File: config.mk
export PLATFORM = sky130hd
export DESIGN_NAME = pool_blk
export DESIGN_NICKNAME = d
export VERILOG_FILES = /design/src/rtl/pool_blk.sv
export SDC_FILE = /design/constraint.sdc
export NUM_CORES = 1
export LEC_CHECK = 0
export BUFFER_PORTS_ARGS = -buffer_cell sky130_fd_sc_hd__buf_2
export CAP_MARGIN = 25
export CORE_ASPECT_RATIO = 1.75
export CORE_MARGIN = 2
export CORE_UTILIZATION = 60
export DETAILED_ROUTE_END_ITERATION = 8
export GPL_TIMING_DRIVEN = 0
export PLACE_DENSITY_LB_ADDON = 0.1
export SYNTH_ARGS = -nofsm -noshare
export SYNTH_HDL_FRONTEND = slang
export SYNTH_SLANG_ARGS = --single-unit
File: constraint.sdc
create_clock -name i_clk -period 5.6 [get_ports i_clk]
set_input_delay 1.12 -clock i_clk [delete_from_list [all_inputs] [get_ports i_clk]]
set_output_delay 1.12 -clock i_clk [all_outputs]
set_load 0.1 [all_outputs]
File: src/rtl/pool_blk.sv
// Streaming max/average pooling over a raster-order feature map, non-overlapping square windows.
// Define POOL_RELU_EN to clamp negative pooled lanes to zero.
module pool_blk #(
    parameter int DATA_WIDTH = 48,
    parameter int CHANNELS   = 1,
    parameter int FM_SIZE    = 4,
    parameter int POOL_SIZE  = 2,
    parameter int MODE       = 0
) (
    input  logic                           i_clk,
    input  logic                           i_rst,
    input  logic                           i_go,
    input  logic                           i_en,
    input  logic [DATA_WIDTH*CHANNELS-1:0] i_data,
    output logic                           o_en,
    output logic [DATA_WIDTH*CHANNELS-1:0] o_data,
    output logic                           o_busy,
    output logic                           o_done
);

    localparam int LOG2P = $clog2(POOL_SIZE);
    localparam int SH    = 2 * LOG2P;
    localparam int ACC_W = DATA_WIDTH + SH;
    localparam int OUT_W = FM_SIZE / POOL_SIZE;
    localparam int LIM   = OUT_W * POOL_SIZE;
    localparam int CW    = (FM_SIZE > 1) ? $clog2(FM_SIZE) : 1;
    localparam int JW    = (OUT_W > 1) ? $clog2(OUT_W) : 1;
    localparam logic [CW-1:0] LAST = CW'(FM_SIZE - 1);

    typedef enum logic [1:0] {S_IDLE, S_RUN, S_DONE} state_e;

    state_e                          state_q, state_d;
    logic [CW-1:0]                   col_q, col_d, row_q, row_d;
    logic signed [ACC_W-1:0]         acc_q [OUT_W][CHANNELS];
    logic signed [ACC_W-1:0]         acc_d [OUT_W][CHANNELS];
    logic                            o_en_q, o_en_d;
    logic [DATA_WIDTH*CHANNELS-1:0]  o_data_q, o_data_d;

    logic          accept, in_area, win_first, win_last;
    logic [JW-1:0] j;

    assign accept    = (state_q == S_RUN) && i_en;
    assign in_area   = (int'(row_q) < LIM) && (int'(col_q) < LIM);
    assign win_first = (row_q[LOG2P-1:0] == '0) && (col_q[LOG2P-1:0] == '0);
    assign win_last  = (&row_q[LOG2P-1:0]) && (&col_q[LOG2P-1:0]);
    assign j         = JW'(col_q >> LOG2P);

    always_comb begin
        state_d = state_q;
        col_d   = col_q;
        row_d   = row_q;
        unique case (state_q)
            S_IDLE: begin
                if (i_go) begin
                    state_d = S_RUN;
                    col_d   = '0;
                    row_d   = '0;
                end
            end
            S_RUN: begin
                if (i_en) begin
                    if (col_q == LAST) begin
                        col_d = '0;
                        if (row_q == LAST) begin
                            row_d   = '0;
                            state_d = S_DONE;
                        end else begin
                            row_d = row_q + 1'b1;
                        end
                    end else begin
                        col_d = col_q + 1'b1;
                    end
                end
            end
            S_DONE:  state_d = S_IDLE;
            default: state_d = S_IDLE;
        endcase
    end

    // Combined window value is formed from the incoming sample so the result leaves one cycle later.
    always_comb begin
        logic signed [ACC_W-1:0] smp;
        logic signed [ACC_W-1:0] nxt;
        logic signed [ACC_W-1:0] shf;
        logic [DATA_WIDTH-1:0]   res;
        smp      = '0;
        nxt      = '0;
        shf      = '0;
        res      = '0;
        acc_d    = acc_q;
        o_en_d   = 1'b0;
        o_data_d = o_data_q;
        if (accept && in_area) begin
            for (int ch = 0; ch < CHANNELS; ch++) begin
                smp = {{SH{i_data[ch*DATA_WIDTH+DATA_WIDTH-1]}}, i_data[ch*DATA_WIDTH +: DATA_WIDTH]};
                if (win_first)
                    nxt = smp;
                else if (MODE == 1)
                    nxt = acc_q[j][ch] + smp;
                else
                    nxt = (smp > acc_q[j][ch]) ? smp : acc_q[j][ch];
                acc_d[j][ch] = nxt;
                shf = (MODE == 1) ? (nxt >>> SH) : nxt;
                res = shf[DATA_WIDTH-1:0];
`ifdef POOL_RELU_EN
                if (res[DATA_WIDTH-1])
                    res = '0;
`else
`endif
                if (win_last)
                    o_data_d[ch*DATA_WIDTH +: DATA_WIDTH] = res;
            end
            o_en_d = win_last;
        end
    end

    always_ff @(posedge i_clk) begin
        if (i_rst) begin
            state_q  <= S_IDLE;
            col_q    <= '0;
            row_q    <= '0;
            o_en_q   <= 1'b0;
            o_data_q <= '0;
            for (int w = 0; w < OUT_W; w++)
                for (int ch = 0; ch < CHANNELS; ch++)
                    acc_q[w][ch] <= '0;
        end else begin
            state_q  <= state_d;
            col_q    <= col_d;
            row_q    <= row_d;
            o_en_q   <= o_en_d;
            o_data_q <= o_data_d;
            acc_q    <= acc_d;
        end
    end

    assign o_en   = o_en_q;
    assign o_data = o_data_q;
    assign o_busy = (state_q == S_RUN);
    assign o_done = (state_q == S_DONE);

endmodule

==> results.yml <==
clock_tree:
  clock-sinks: 155
  htreeDepth: 4
  worstSkewPairLatency_ns: 0.43
  ctsResizeCount: 0
  hold_buffers: 0
  cts.path.max_buffers: 2
  path_clk_slew_ns: 0.06
  cts_tree: "yes"
  clockRootBuffer: "clkbuf_16"
  cts_setup_buffers: 0
  cts_buffers: 17
logic_synthesis:
  synth_fp_nets: 989
  syn_area_per_cell_um2: 9.79
  syn_area_mm2: 0.00867
  yosysTopAreaCell: "dfxtp_1"
  ys_warn_count: 0
  netlist_top_cells_area: "dfxtp_1, mux2i_1, nand2b_1"
  synth_top_area_share_pct: 35.8
  synth_cells: 885
  seq_area_frac_synth_pct: 35.8
  synth_cell_types: 49
  ys_seq_elements: 155
global_route:
  grt_pass1_wl_um: 38100
  antenna_found_initial: 0
  grt_max_degree: 17
  grtUsageTotal_pct: 31.9
  grt.overflow.total: 0
  grt_pass1_vias: 7529
job:
  max_cap_viol_count: 0
timing:
  slew_headroom_pct: 36.7
  maxSlewViolCount: 0
  max_freq_mhz: 214
  finalCritPeriodShare_pct: 83.6
  hold_viol_final: 0
  finalSetupTns_ns: 0
  layout_min_cycle_time_ns: 4.68
  report.final.setup_viol: 0
  tightest_slew_ns: 0.949
  rsz0062_at_grt: "false"
  fin_skew_ns: 0.00868
layout:
  n_antenna_cell: 0
  final_util_pct: 70.3
  nNetsFinal: 1108
  n_fill_cell: 1191
  drive_gt1_share_pct: 16.7
  area_growth_syn_to_layout_pct: 15.3
place:
  port_buffers: 100
  gp_congestion: 0.911
  place_hpwl_um: 17100
floorplanning:
  num_io_pins: 103
  die_x_um: 94.9
  start_util_pct: 60.9
  rows: 58
  die_h_um: 163
  dieArea_mm2: 0.0155
  fp.coreArea_mm2: 0.0142
detailed_routing:
  drc: 0
  ant_nets: 0
  via_count: 7279
  wire_per_inst_um: 20.0
  drt_iter0_markers: 332
  first_pass_iters: 5
  drt-total-wl_um: 23900
  vias_per_cell: 6.09
power:
  seqPwrFrac_pct: 42.0
  p_leak_nw: 4.19
  ir_drop_mv: 0.210
  swShare_pct: 26.2
  power.density_mw_per_mm2: 271
  internal_power_mw: 2.00
  pwr-share-clk_pct: 44.9
  net-switching-power_mw: 0.709
  combinationalPowerShare_pct: 13.1
min_path:
  hold_class: "flop to flop"
  min_path_cells: 2
worst_setup_path:
  r2r_setup_slack_ns: 0.92
  arrival_ns: 4.95
  path_class: "flop to flop"
  reg2regPathDepth: 12
  start_kind: "flop"
  critPathCaptureType: "flop"
  path_max_fanout: 10
  crit_required_ns: 5.87
outcome:
  outcome: "finished clean"
synth_stat cells (all sizes together):
master,count
a31oi,2
a211oi,3
a221oi,2
clkinv,1
xnor2,1
a31o,1
nand3,55
nand2,15
o311ai,48
and4,1
clkbuf,53
ha,52
nand4,8
a221o,1
buf,22
nand3b,48
mux2i,152
and2,1
o41ai,1
o2111ai,1
o21ai,9
dfxtp,155
o21a,1
nor2b,1
inv,3
o211ai,1
a2111oi,1
a21oi,19
a21o,6
nor4,2
nor2,11
or4,1
nor3,53
or2,1
nand2b,152
mux2,1
through the flow:
stage / instances / worst slack (ns) / instance area [µm²] / hold slack (ns) / power (mW)
finish: 1195 / 0.917 / 10000 / 0.474 / 2.71
global route: 1195 / 0.637 / 10000 / 0.495 / 2.79
CTS: 1195 / 0.953 / 10000 / 0.476 / 2.70
detailed placement: 1165 / 0.974 / 9390 / 0.465 / 1.51
global placement: 1165 / 1.01 / 9390 / 0.458 / 1.50
floorplan: 885 / 1.99 / 8670 / 0.448 / 1.40
state kept, by name (all words and copies together) (netlist names):
signal and count:
acc_q 100, col_q 2, o_data 48, o_en 1, row_q 2, state_q 2
cell usage in the layout (no fill, tap or decap), drive strengths merged, types with 2 or more instances in the layout:
| master | instances |
|---|---|
| clkinv | 9 |
| nand2 | 15 |
| nand2b | 152 |
| nand3b | 48 |
| a31oi | 2 |
| inv | 3 |
| a21oi | 19 |
| o311ai | 48 |
| buf | 122 |
| nor2 | 11 |
| bufinv | 4 |
| dfxtp | 155 |
| nor4 | 2 |
| nand4 | 8 |
| a21o | 6 |
| clkbuf | 71 |
| ha | 52 |
| a211oi | 3 |
| nand3 | 55 |
| o21ai | 9 |
| a221oi | 2 |
| mux2i | 152 |
| nor3 | 53 |
final timing paths:
kind | end | startpoint
worst max-delay path | o_data[3] | col_q[1]
worst min-delay path | row_q[1] | row_q[1]
worst max register to register | o_data[3] | col_q[1]
worst min register to register | row_q[1] | row_q[1]
power by group through the flow:
stage	Sequential (mW)	Combinational (mW)	Clock (mW)
2_1_floorplan	1.16	0.236	0
6_report	1.14	0.355	1.22
5_1_grt	1.14	0.384	1.27
3_5_place_dp	1.16	0.347	0
3_3_place_gp	1.16	0.345	0
4_1_cts	1.14	0.352	1.21
cell type report:
cell class	instances	area [µm²]	area share [%]
Buffer	75	402	4.02
Clock buffer	18	429	4.29
Clock inverter	12	175	1.75
Inverter	4	15.0	0.150
Multi-Input combinational cell	651	5150	51.5
Sequential cell	155	3100	31.0
Tap cell	180	225	2.25
Timing Repair Buffer	100	500	5.01
worst max-delay path, cell delays in order, from the launching register on:
cell	delay, ns
dfxtp_1	0.34
clkbuf_1	0.47
buf_1	0.77
mux2i_1	0.27
ha_1	0.40
nand4_2	0.20
nor4_4	0.38
nand4_2	0.21
o41ai_4	0.46
a31oi_4	0.09
nor2_2	0.23
clkbuf_1	0.44
o311ai_0	0.24
layer usage:
layer	vias to the layer above	routed length, µm	global-route usage [%]
met5	-	0	0
met4	0	874	16.3
met3	66	974	4.40
met2	227	12800	58.0
met1	3517	9250	35.3
li1	3469	-	-
logic make-up after synthesis:
logic type	share of synthesized area, %
AND/OR/NAND/NOR	24.0
flip-flops	35.8
multiplexers	17.7
AO/OA/AOI/OAI	10.1
buffers and inverters	4.81
adder cells (fa/ha/maj)	7.51
XOR/XNOR	0.101
Power figures use the tool's default switching activity.
